`config.mk`:
```
export PLATFORM = sky130hd
export DESIGN_NAME = sargantana_icache_replace
export DESIGN_NICKNAME = d
export VERILOG_FILES = /design/src/rtl/sargantana_icache_repl_pkg.sv /design/src/rtl/sargantana_icache_lfsr_n.sv /design/src/rtl/sargantana_icache_replace.sv
export SDC_FILE = /design/constraint.sdc
export NUM_CORES = 1
export LEC_CHECK = 0
export ABC_AREA = 1
export BUFFER_PORTS_ARGS = -buffer_cell sky130_fd_sc_hd__buf_2
export CAP_MARGIN = 20
export CORE_MARGIN = 2
export CORE_UTILIZATION = 25
export DETAILED_ROUTE_END_ITERATION = 6
export PLACE_DENSITY = 0.46
export SYNTH_ARGS = -nofsm -noshare
export SYNTH_HDL_FRONTEND = slang
export SYNTH_HIERARCHICAL = 1
export SYNTH_SLANG_ARGS = --single-unit
```
`constraint.sdc`:
```
create_clock -name clk_i -period 2.5 [get_ports clk_i]
set_input_delay 0.25 -clock clk_i [delete_from_list [all_inputs] [get_ports clk_i]]
set_output_delay 0.25 -clock clk_i [all_outputs]
set_load 0.01 [all_outputs]
```
`src/rtl/sargantana_icache_repl_pkg.sv`:
```
// Shared types and helpers for the icache victim-way selector: policy/state
// enums, LFSR tap masks and tree pseudo-LRU walk/update functions.
package sargantana_icache_repl_pkg;

   typedef enum logic {
      REPL_LFSR = 1'b0,
      REPL_PLRU = 1'b1
   } repl_policy_e;

   typedef enum logic {
      ST_IDLE  = 1'b0,
      ST_OFFER = 1'b1
   } repl_state_e;

   // Tree helpers work on a fixed-size node vector so any way count up to 64 fits.
   localparam int unsigned PLRU_MAX_LVL   = 6;
   localparam int unsigned PLRU_MAX_NODES = 63;

   function automatic logic [15:0] lfsr_taps(input int unsigned width);
      logic [15:0] taps;
      case (width)
         4:       taps = 16'h000C;
         8:       taps = 16'h00B8;
         12:      taps = 16'h0829;
         16:      taps = 16'hD008;
         default: taps = 16'h0000;
      endcase
      return taps;
   endfunction

   function automatic logic [PLRU_MAX_LVL-1:0] plru_victim(
      input logic [PLRU_MAX_NODES-1:0] nodes,
      input int unsigned               n_way
   );
      logic [PLRU_MAX_LVL-1:0] idx;
      logic [PLRU_MAX_LVL-1:0] way;
      logic                    b;
      idx = '0;
      way = '0;
      b   = 1'b0;
      for (int unsigned l = 0; l < PLRU_MAX_LVL; l++) begin
         if (l < $clog2(n_way)) begin
            b   = nodes[idx];
            way = {way[PLRU_MAX_LVL-2:0], b};
            idx = {idx[PLRU_MAX_LVL-2:0], 1'b0} + {{(PLRU_MAX_LVL-1){1'b0}}, 1'b1}
                  + {{(PLRU_MAX_LVL-1){1'b0}}, b};
         end
      end
      return way;
   endfunction

   // Each node on the path is made to point at the sibling subtree of the access.
   function automatic logic [PLRU_MAX_NODES-1:0] plru_update(
      input logic [PLRU_MAX_NODES-1:0] nodes,
      input logic [PLRU_MAX_LVL-1:0]   way,
      input int unsigned               n_way
   );
      logic [PLRU_MAX_NODES-1:0] res;
      logic [PLRU_MAX_LVL-1:0]   idx;
      logic [PLRU_MAX_LVL-1:0]   path;
      logic                      d;
      res  = nodes;
      idx  = '0;
      d    = 1'b0;
      path = way << (PLRU_MAX_LVL - $clog2(n_way));
      for (int unsigned l = 0; l < PLRU_MAX_LVL; l++) begin
         if (l < $clog2(n_way)) begin
            d        = path[PLRU_MAX_LVL-1];
            path     = path << 1;
            res[idx] = ~d;
            idx      = {idx[PLRU_MAX_LVL-2:0], 1'b0} + {{(PLRU_MAX_LVL-1){1'b0}}, 1'b1}
                       + {{(PLRU_MAX_LVL-1){1'b0}}, d};
         end
      end
      return res;
   endfunction

endpackage

```
`src/rtl/sargantana_icache_lfsr_n.sv`:
```
// Fibonacci XNOR LFSR, shift-left with feedback into bit 0; steps only when en_i.
module sargantana_icache_lfsr_n
   import sargantana_icache_repl_pkg::*;
#(
   parameter int unsigned      WIDTH = 8,
   parameter logic [WIDTH-1:0] SEED  = '0
) (
   input  logic             clk_i,
   input  logic             rst_ni,
   input  logic             en_i,
   output logic [WIDTH-1:0] state_o
);

   localparam logic [15:0]      TAPS_FULL = lfsr_taps(WIDTH);
   localparam logic [WIDTH-1:0] TAPS      = TAPS_FULL[WIDTH-1:0];

   logic [WIDTH-1:0] state_q;
   logic             fb;

   // XNOR feedback keeps all-zero legal; all-ones is the lock-up state.
   assign fb = ~^(state_q & TAPS);

   always_ff @(posedge clk_i or negedge rst_ni) begin
      if (!rst_ni) begin
         state_q <= SEED;
      end else if (en_i) begin
         state_q <= {state_q[WIDTH-2:0], fb};
      end
   end

   assign state_o = state_q;

endmodule

```
`src/rtl/sargantana_icache_replace.sv`:
```
// Icache victim-way selector: invalid-first, then LFSR or per-set tree PLRU,
// answered with a registered offer held until the refill FSM commits it.
//
//   state    | meaning
//   ST_IDLE  | no offer outstanding; a refill request captures a victim
//   ST_OFFER | refill_valid_o high, way/set held until commit or flush
module sargantana_icache_replace
   import sargantana_icache_repl_pkg::*;
#(
   parameter int unsigned ICACHE_N_WAY  = 4,
   parameter int unsigned ICACHE_N_SETS = 64,
   parameter int unsigned REPL_POLICY   = 0,
   parameter int unsigned LFSR_WIDTH    = 8,
   parameter int unsigned LFSR_SEED     = 0,
   localparam int unsigned WAY_W = $clog2(ICACHE_N_WAY),
   localparam int unsigned SET_W = $clog2(ICACHE_N_SETS)
) (
   input  logic                    clk_i,
   input  logic                    rst_ni,
   input  logic                    flush_i,
   input  logic                    hit_valid_i,
   input  logic [SET_W-1:0]        hit_set_i,
   input  logic [WAY_W-1:0]        hit_way_i,
   input  logic                    refill_req_i,
   input  logic [SET_W-1:0]        refill_set_i,
   input  logic [ICACHE_N_WAY-1:0] valid_ways_i,
   output logic                    refill_valid_o,
   output logic [WAY_W-1:0]        refill_way_o,
   input  logic                    refill_commit_i
);

   localparam int unsigned LFSR_MASK = (1 << LFSR_WIDTH) - 1;

   if (ICACHE_N_WAY < 2 || ICACHE_N_WAY > 64 || (ICACHE_N_WAY & (ICACHE_N_WAY - 1)) != 0) begin : g_bad_ways
      $fatal(1, "ICACHE_N_WAY must be a power of two in [2,64]");
   end
   if (LFSR_WIDTH != 4 && LFSR_WIDTH != 8 && LFSR_WIDTH != 12 && LFSR_WIDTH != 16) begin : g_bad_width
      $fatal(1, "LFSR_WIDTH must be 4, 8, 12 or 16");
   end
   if (LFSR_WIDTH < WAY_W) begin : g_short_lfsr
      $fatal(1, "LFSR_WIDTH too small for ICACHE_N_WAY");
   end
   if ((LFSR_SEED & LFSR_MASK) == LFSR_MASK) begin : g_bad_seed
      $fatal(1, "LFSR_SEED must not be all-ones");
   end

   repl_state_e            state_q, state_d;
   logic [WAY_W-1:0]       way_q, way_d;
   logic [SET_W-1:0]       set_q, set_d;
   logic                   commit_fire;
   logic                   req_fire;
   logic [LFSR_WIDTH-1:0]  lfsr_state;
   logic [WAY_W-1:0]       inv_way;
   logic [WAY_W-1:0]       lfsr_way;
   logic [WAY_W-1:0]       plru_way;
   logic [WAY_W-1:0]       victim_way;
   logic                   all_valid;
   logic                   unused_lfsr;

   assign commit_fire = (state_q == ST_OFFER) && refill_commit_i && !flush_i;
   assign req_fire    = (state_q == ST_IDLE) && refill_req_i && !flush_i;

   sargantana_icache_lfsr_n #(
      .WIDTH (LFSR_WIDTH),
      .SEED  (LFSR_WIDTH'(LFSR_SEED))
   ) u_lfsr (
      .clk_i   (clk_i),
      .rst_ni  (rst_ni),
      .en_i    (commit_fire),
      .state_o (lfsr_state)
   );

   assign lfsr_way    = lfsr_state[WAY_W-1:0];
   assign unused_lfsr = ^lfsr_state;

   // Descending scan leaves the lowest-index invalid way.
   always_comb begin
      inv_way = '0;
      for (int i = ICACHE_N_WAY - 1; i >= 0; i--) begin
         if (!valid_ways_i[i]) inv_way = WAY_W'(i);
      end
   end

   assign all_valid  = &valid_ways_i;
   assign victim_way = !all_valid ? inv_way :
                       (REPL_POLICY == int'(REPL_PLRU)) ? plru_way : lfsr_way;

   always_comb begin
      state_d = state_q;
      way_d   = way_q;
      set_d   = set_q;
      if (flush_i) begin
         state_d = ST_IDLE;
      end else begin
         case (state_q)
            ST_IDLE: begin
               if (req_fire) begin
                  state_d = ST_OFFER;
                  way_d   = victim_way;
                  set_d   = refill_set_i;
               end
            end
            ST_OFFER: begin
               if (commit_fire) state_d = ST_IDLE;
            end
            default: state_d = ST_IDLE;
         endcase
      end
   end

   always_ff @(posedge clk_i or negedge rst_ni) begin
      if (!rst_ni) begin
         state_q <= ST_IDLE;
         way_q   <= '0;
         set_q   <= '0;
      end else begin
         state_q <= state_d;
         way_q   <= way_d;
         set_q   <= set_d;
      end
   end

   assign refill_valid_o = (state_q == ST_OFFER);
   assign refill_way_o   = way_q;

   if (REPL_POLICY == int'(REPL_PLRU)) begin : g_plru
      logic [ICACHE_N_WAY-2:0]   plru_q [ICACHE_N_SETS];
      logic [PLRU_MAX_NODES-1:0] vic_nodes, hit_nodes, com_nodes;
      logic [PLRU_MAX_NODES-1:0] hit_upd, com_upd;
      logic [PLRU_MAX_LVL-1:0]   vic_ext;
      logic                      hit_apply;
      logic                      unused_plru;

      always_comb begin
         vic_nodes = '0;
         hit_nodes = '0;
         com_nodes = '0;
         vic_nodes[ICACHE_N_WAY-2:0] = plru_q[refill_set_i];
         hit_nodes[ICACHE_N_WAY-2:0] = plru_q[hit_set_i];
         com_nodes[ICACHE_N_WAY-2:0] = plru_q[set_q];
         vic_ext = plru_victim(vic_nodes, ICACHE_N_WAY);
         hit_upd = plru_update(hit_nodes, PLRU_MAX_LVL'(hit_way_i), ICACHE_N_WAY);
         com_upd = plru_update(com_nodes, PLRU_MAX_LVL'(way_q), ICACHE_N_WAY);
      end

      assign plru_way    = vic_ext[WAY_W-1:0];
      // A commit to the same set owns that row this cycle; the hit is dropped.
      assign hit_apply   = hit_valid_i && !(commit_fire && (hit_set_i == set_q));
      assign unused_plru = ^{vic_ext, hit_upd, com_upd};

      always_ff @(posedge clk_i or negedge rst_ni) begin
         if (!rst_ni) begin
            for (int s = 0; s < ICACHE_N_SETS; s++) plru_q[s] <= '0;
         end else if (flush_i) begin
            for (int s = 0; s < ICACHE_N_SETS; s++) plru_q[s] <= '0;
         end else begin
            if (hit_apply)   plru_q[hit_set_i] <= hit_upd[ICACHE_N_WAY-2:0];
            if (commit_fire) plru_q[set_q]     <= com_upd[ICACHE_N_WAY-2:0];
         end
      end
   end else begin : g_no_plru
      logic unused_plru;
      assign plru_way    = '0;
      assign unused_plru = ^{hit_valid_i, hit_set_i, hit_way_i, set_q};
   end

endmodule

```
Word level (Yosys, flattened, before mapping) --
Cells that the tools add are included.
Word-level totals: input bits 24, latch bits 0, bits in registers 11, RAM bits 0, memories 0, ROM bits 0, logic and storage cells 22
Cells by class: bitwise gates (word level) 2, equality and inequality tests 0, multiply operators 0, magnitude comparators 0, add/subtract/negate cells 0, reductions and logical operators 8, shift operators 0, divide/modulo/power cells 0, mux-type cells 9
Operators with widths (number):
- 2-bit two-way mux | 5
- 8-bit XNOR reduction | 1
- 1-bit logical AND | 4
- 4-bit AND reduction | 1
- 1-bit two-way mux | 3
- 3-bit AND reduction | 1
- 1-bit NOT | 2
- 1-bit one-hot mux with 2 select lines | 1
- 1-bit zero test | 1

Longest topological paths before layout --
Gate-level depths: netlist of run 1.
word-level depth 6, mapped depth 6

Hierarchy --
Netlist of run 1, hierarchy kept.
Modules (own cells, without submodules):
- sargantana_icache_lfsr_n | cells each 46, instances 1, area each 362.8 µm²
- sargantana_icache_replace | cells each 26, instances 1, area each 168.9 µm²

Worst setup path before layout of run 1 --
Ideal clock, no wire load.
kind reg2reg, start point register state_q, in the netlist refill_valid_o, end point register u_lfsr.state_q[1], in the netlist u_lfsr/state_o[1], arrival time 878 ps, stages on the path, launching flop included 5, library setup time 126 ps, required time 2374 ps, setup slack 1496 ps, cell sequence dfrtp_1 > nand2_1 > nor2_1 > clkbuf_8 > o21ai_0
Between the ends: cells in the longest elaborated chain, start to end 2
Ends and longest elaborated chain:
- start: declaration | line sargantana_icache_replace.sv:47 | repl_state_e state_q, state_d;
- start signal: assignment | line sargantana_icache_replace.sv:117 | state_q <= state_d;
- 1-bit logical AND (2 in a row) | line sargantana_icache_replace.sv:60 | assign commit_fire = (state_q == ST_OFFER) && refill_commit_i && !flush_i;
- named net commit_fire | line sargantana_icache_replace.sv:50 | logic commit_fire;
- end signal: assignment | line sargantana_icache_lfsr_n.sv:27 | state_q <= {state_q[WIDTH-2:0], fb};
- end: declaration | line sargantana_icache_lfsr_n.sv:17 | logic [WIDTH-1:0] state_q;
The timed path passes the listed nets, and every way through them passes these cells. A chain may end at the register's enable or synchronous reset.

Worst setup path in the final report of run 1 --
start point register state_q, in the netlist refill_valid_o, end point register u_lfsr.state_q[6], in the netlist u_lfsr/state_o[6]
Same word-level chain as after synthesis.

==> run metrics, run 1 <==
final net count 112; DRT met1 WL 461 µm; buffers added on ports 11; Post-Route WL 909 µm; Setup Skew 0.0004407 ns; fin cells 114; crit path launch type flip-flop; vias in the first global route 388; Post-route DRC 0; reg2reg setup slack 1.05 ns; r2r startpoint refill_valid_o$_DFF_PN0_; Synth Net Count 96; post-synthesis sequential area ratio 51.76%; Cell variety after synth 10; Top cell by count, worst path nand2_1; largest net degree at the start of global routing 13; clock tree buffer depth 2; layout overhead on the synthesized area 20.94%; max frequency 689.8 MHz; antenna-violating nets left 0; first-pass GRT wire length 1593 µm; core area 1982 µm²; Hold Fails Final Rpt 0; CP max FO 12; cell area power density 806.3 nW/µm²; # rows 16; fin crit period 1.450 ns; Setup Buffers After CTS 0; CTS root buffer clkbuf_4; WHS Endpoint refill_valid_o$_DFF_PN0_; slew margin rel. 57.29%; depth of the worst register-to-register path 5; CTS tree done; CTS H-tree depth 1; Syn. warnings 6; total grt overflow 0; setup TNS 0 ns; Setup Viol. Count Final 0; post-cts gate resize count 0; Worst path slowest cell nor2_1; mean routed wirelength per cell 7.974 µm; share of layout cells above drive strength 1 20.69%; Clock Latency Late Sink 0.26 ns; GPL Wtd Cong 0.6882; worst hold slack 0.2303 ns; clock sinks 11; overall die height 50.12 µm; DP HPWL 706 µm; Lkg Pwr 0.3547 nW; Final Max Tran Viols 0; kind of critical path reg -> reg; met2 WL post-DR 417 µm; vias per cell 3.921; unrepaired setup endpoints after global routing false; metal3 WL 17 µm; critical path cell sequence nand2_1 > nor2_1 > inv_1 > nand2_1 > o21ai_0; period utilisation layout 57.99%; Mean Syn Cell Area 7.386 µm²; critical path arrival 1.60 ns; Worst Hold Depth 4; Num CTS Buffers 3; 1st-iter DRT viols 13; Worst Path Required 2.65 ns; antenna cells 0; Worst-path clk slew 0.07 ns; Die X 50.12 µm; RR Endpoint u_lfsr/state_o[6]$_DFFE_PN0P_; Top-Level Pins 27; DIE AREA 2512 µm²; initial antenna violation count 0; status finished clean; worst vdd ir 0.0002906 V; DRT Pass-1 Iters 4; flops & latches, synth 11; Worst Tran Pin Value 0.6383 ns; placed cell count 109; Synth Cell Area 531.8 µm²; uppermost layer routed met4; CP Capture Type flip-flop; starting density of the core 26.83%; Hold Path Class in -> reg; total power 0.5186 mW; vias 447; Max stage delay on crit path 0.49 ns; Post-Syn Instances 72; max-cap viol count 0; Worst Hold Launch refill_commit_i; GRT Total Usage 8.693%
[cells in the final DEF, fill, tap and decap left out, drive strengths merged]
master,instances
nand2,34
buf,11
dfrtp,11
inv,10
nor2,8
o21ai,7
clkbuf,4
dlygate4sd3,1
nand3,1
[sequential cells by signal (all words and copies together) (netlist names)]
name and cells:
refill_valid_o 1, refill_way_o 2, u_lfsr/state_o 8
[critical path, delay by kind of cell, from the launching register on]
family          cells  cell delay, ns
buf+inv             1            0.21
compound gates      1            0.08
simple gates        3            0.65
flops               1            0.39
[worst max-delay path by stage]
stage	startpoint	to	slack (ns)	cells after the start
after floorplan	refill_valid_o$_DFF_PN0_	u_lfsr/state_o[1]$_DFFE_PN0P_	1.50	4
after global placement	refill_valid_o$_DFF_PN0_	u_lfsr/state_o[6]$_DFFE_PN0P_	1.03	5
after detailed placement	refill_valid_o$_DFF_PN0_	u_lfsr/state_o[6]$_DFFE_PN0P_	1.03	5
after CTS	refill_valid_o$_DFF_PN0_	u_lfsr/state_o[6]$_DFFE_PN0P_	1.02	5
after global routing	refill_valid_o$_DFF_PN0_	u_lfsr/state_o[6]$_DFFE_PN0P_	0.84	4
final	refill_valid_o$_DFF_PN0_	u_lfsr/state_o[6]$_DFFE_PN0P_	1.05	5
[cells by family (layout without fill, tap and decap cells)]
| logic type | after synthesis | in the layout | share of synthesized area (%) |
|---|---|---|---|
| and+or+nand+nor | 43 | 43 | 32.00 |
| DFF | 11 | 11 | 51.76 |
| buffers and inverters | 11 | 26 | 9.645 |
| AOI/OAI and AO/OA | 7 | 7 | 6.588 |
[routing by layer]
metal / track usage [%] / vias to the layer above
met2: 13.16 / 7
met5: 0 / -
met1: 10.53 / 193
met4: 8.333 / 0
li1: - / 245
met3: 0.9091 / 2
[power by group]
part           leakage [nW]  switching [mW]  total [mW]  internal, mW
clock                0.0150          0.0581       0.120        0.0617
combinational         0.202          0.0773       0.131        0.0536
sequential            0.138          0.0360       0.268         0.232
total                 0.355           0.171       0.519         0.347
[synthesized netlist by cell type]
cell type   n  share of area (%)
clkbuf_8    1                2.6
dfrtp_1    11                 52
inv_1       9                6.4
inv_2       1               0.71
nand2_1    33                 23
nand2_2     1                1.2
nand3_1     1               0.94
nor2_1      6                4.2
nor2_2      2                2.4
o21ai_0     7                6.6
[stage by stage]
step	instance area [µm²]	worst slack, ns	util, %
CTS	643.1	1.020	32.45
finish	643.1	1.050	32.45
floorplan	531.8	1.496	-
detailed placement	606.8	1.035	30.62
global placement	606.8	1.033	30.62
global route	643.1	0.8387	32.45
[timing repair]
action / in CTS / in global routing
setup endpoints to repair: 0 / 0
hold buffers: 1 / 0
hold endpoints to repair: 11 / 0
[area by class of cell]
class | instances | area, µm²
inverters | 10 | 37.54
multi-input cells | 50 | 205.2
flip-flops and latches | 11 | 275.3
well taps | 27 | 33.78
clock buffers | 4 | 26.28
fillers | 215 | 1339
repair buffers | 12 | 65.06
Power figures use the tool's default switching activity.
==> run 2: changes to the inputs <==
==> constraint.sdc (replaced) <==
create_clock -name clk_i -period 1.45 [get_ports clk_i]
set_input_delay 0.145 -clock clk_i [delete_from_list [all_inputs] [get_ports clk_i]]
set_output_delay 0.145 -clock clk_i [all_outputs]
set_load 0.01 [all_outputs]
==> run 2 against run 1 <==
Net effect:
- critical endpoint unchanged
- via count decreased by 1.1%
- combinational power is 76% higher
- clock power is 72% higher
- largest cell class unchanged
- cell count up 0.88%
- die area unchanged
- design area up 1.2%
- non-clock buffer count increased by 1
- maximum frequency grew 33%
- worst hold slack worse by 0.10 ns
- clock skew about the same
- first-iteration DRC count down 85%
==> run metrics, run 2 (synthesized netlist as in run 1, its figures left out) <==
Lkg Pwr 0.3601 nW (was 0.3547 nW); Top cell by count, worst path nand2_1 (unchanged); Worst Tran Pin Value 0.2494 ns (was 0.6383 ns); total grt overflow 0 (unchanged); Setup Viol. Count Final 0 (unchanged); max frequency 920.1 MHz (was 689.8 MHz); Hold Fails Final Rpt 0 (unchanged); setup TNS 0 ns (unchanged); vias in the first global route 391 (was 388); RR Endpoint u_lfsr/state_o[6]$_DFFE_PN0P_ (unchanged); Post-route DRC 0 (unchanged); GPL Wtd Cong 0.6823 (was 0.6882); clock tree buffer depth 2 (unchanged); Clock Latency Late Sink 0.26 ns (about the same); Setup Skew 0.0004558 ns (was 0.0004407 ns); core area 1982 µm² (unchanged); Worst setup endpoint u_lfsr/state_o[6]$_DFFE_PN0P_ (unchanged); antenna-violating nets left 0 (unchanged); worst vdd ir 0.0004664 V (was 0.0002906 V); status finished clean (unchanged); initial antenna violation count 0 (unchanged); critical path cell sequence nand2_1 > nor2_1 > buf_4 > inv_1 > nand2_1 > o21ai_0 (was nand2_1 > nor2_1 > inv_1 > nand2_1 > o21ai_0); Post-Route WL 926 µm (was 909 µm); Sw Ratio 33.59% (was 33.06%); mean routed wirelength per cell 8.052 µm (was 7.974 µm); Critical Path Source refill_valid_o$_DFF_PN0_ (unchanged); slew margin rel. 83.38% (was 57.29%); Worst Path Required 1.59 ns (was 2.65 ns); reg2reg setup slack 0.36 ns (was 1.05 ns); largest net degree at the start of global routing 13 (unchanged); vias per cell 3.843 (was 3.921); antenna cells 0 (unchanged); vias 442 (was 447); clock sinks 11 (unchanged); Pint 0.5997 mW (was 0.3471 mW); Worst path slowest cell dfrtp_1 (was nor2_1); placed cell count 110 (was 109); switching power 0.3033 mW (was 0.1714 mW); DIE AREA 2512 µm² (unchanged); final net count 113 (was 112); # rows 16 (unchanged); critical path arrival 1.23 ns (was 1.60 ns); max reg flops 8 (unchanged); worst hold slack 0.1256 ns (was 0.2303 ns); period utilisation layout 74.95% (was 57.99%); WP depth 6 (was 5); share of layout cells above drive strength 1 21.59% (was 20.69%); unrepaired setup endpoints after global routing false (unchanged); 1st-iter DRT viols 2 (was 13); starting density of the core 26.83% (unchanged); GRT Total Usage 8.969% (was 8.693%); fin cells 115 (was 114); CTS tree done (unchanged); most frequent cells in the layout nand2_1, buf_2, dfrtp_1 (unchanged); total power 0.9029 mW (was 0.5186 mW); Max stage delay on crit path 0.39 ns (was 0.49 ns); r2r startpoint refill_valid_o$_DFF_PN0_ (unchanged); Worst-path clk slew 0.07 ns (about the same); Hold Path Class in -> reg (unchanged); max-cap viol count 0 (unchanged); crit path launch type flip-flop (unchanged); CP delay by family, top flip-flops (was simple AND/OR/NAND/NOR gates); Die X 50.12 µm (unchanged); fin crit period 1.087 ns (was 1.450 ns); Num CTS Buffers 3 (unchanged); kind of critical path reg -> reg (unchanged); WP buf/inv 2 (was 1); layout overhead on the synthesized area 22.35% (was 20.94%); power share of the clock group 22.9% (was 23.1%); first-pass GRT wire length 1635 µm (was 1593 µm); overall die height 50.12 µm (unchanged); Fill cells 216 (was 215); commonest non-fill, non-tap cell in the layout nand2_1 (unchanged); buffers added on ports 11 (unchanged); CP Capture Type flip-flop (unchanged); CTS root buffer clkbuf_4 (unchanged); DRT Pass-1 Iters 4 (unchanged); CP max FO 12 (unchanged); depth of the worst register-to-register path 6 (was 5); Logic pwr share 25.6% (was 25.2%); cell area power density 1388 nW/µm² (was 806.3 nW/µm²); Sequential Power Share 51.5% (was 51.7%); CTS H-tree depth 1 (unchanged); Top-Level Pins 27 (unchanged); Final Max Tran Viols 0 (unchanged); DP HPWL 701.8 µm (was 706 µm)
## run 2: changes by cell type in the layout (fill, tap and decap cells not counted), sizes merged
cell / before / now
buf: 11 / 12
## run 2: timing repair
action	in CTS	in global routing
hold endpoints to repair	11	0
endpoints found under the setup margin	0	0
resized for setup	0	0
hold buffers	1	0
setup buffers	0	0
## run 2: final cells by class
| type | instances | area [µm²] | share of cell area [%] |
|---|---|---|---|
| clock buffer | 4 | 26.28 | 4.038 |
| sequential | 11 | 275.3 | 42.31 |
| timing repair buffer | 13 | 72.57 | 11.15 |
| inverter | 10 | 37.54 | 5.769 |
| tap | 27 | 33.78 | 5.192 |
| multi-input combinational | 50 | 205.2 | 31.54 |
## run 2: how the worst min path moves through the flow
stage | startpoint | slack, ns | cells past startpoint | to
floorplan | rst_ni | -0.15 | 0 | refill_valid_o$_DFF_PN0_
global placement | rst_ni | 0.03 | 1 | u_lfsr/state_o[5]$_DFFE_PN0P_
detailed placement | rst_ni | 0.03 | 1 | u_lfsr/state_o[5]$_DFFE_PN0P_
CTS | refill_commit_i | 0.11 | 4 | refill_valid_o$_DFF_PN0_
global route | refill_commit_i | 0.13 | 4 | refill_valid_o$_DFF_PN0_
finish | refill_req_i | 0.13 | 3 | refill_valid_o$_DFF_PN0_
## run 2: metrics by stage
step | util, % | setup WS (ns) | cell area, µm²
after floorplan | - | 0.4457 | 531.8
after global placement | 31.00 | 0.3779 | 614.3
after detailed placement | 31.00 | 0.3928 | 614.3
after CTS | 32.83 | 0.3536 | 650.6
after global routing | 32.83 | 0.2476 | 650.6
final | 32.83 | 0.3632 | 650.6
## run 2: power groups by stage
stage               Clock [mW]  Combinational, mW  Sequential (mW)
detailed placement           0              0.230            0.470
floorplan                    0              0.165            0.463
global route             0.235              0.272            0.482
CTS                      0.219              0.233            0.465
global placement             0              0.224            0.469
finish                   0.207              0.231            0.465
## run 2: layer usage
metal  GRT usage (%)  part of all wire [%]  vias up
li1                -                     -      247
met1           11.36                    50      188
met2           12.50                    46        5
met3          0.9091                   1.6        2
met4           9.722                   2.1        0
met5               0                     0        -
## run 2: worst reg2reg max path, stage by stage (launching register included)
cell     delay (ns)
dfrtp_1        0.39
nand2_1        0.07
nor2_1         0.09
buf_4          0.17
inv_1          0.10
nand2_1        0.06
o21ai_0        0.09
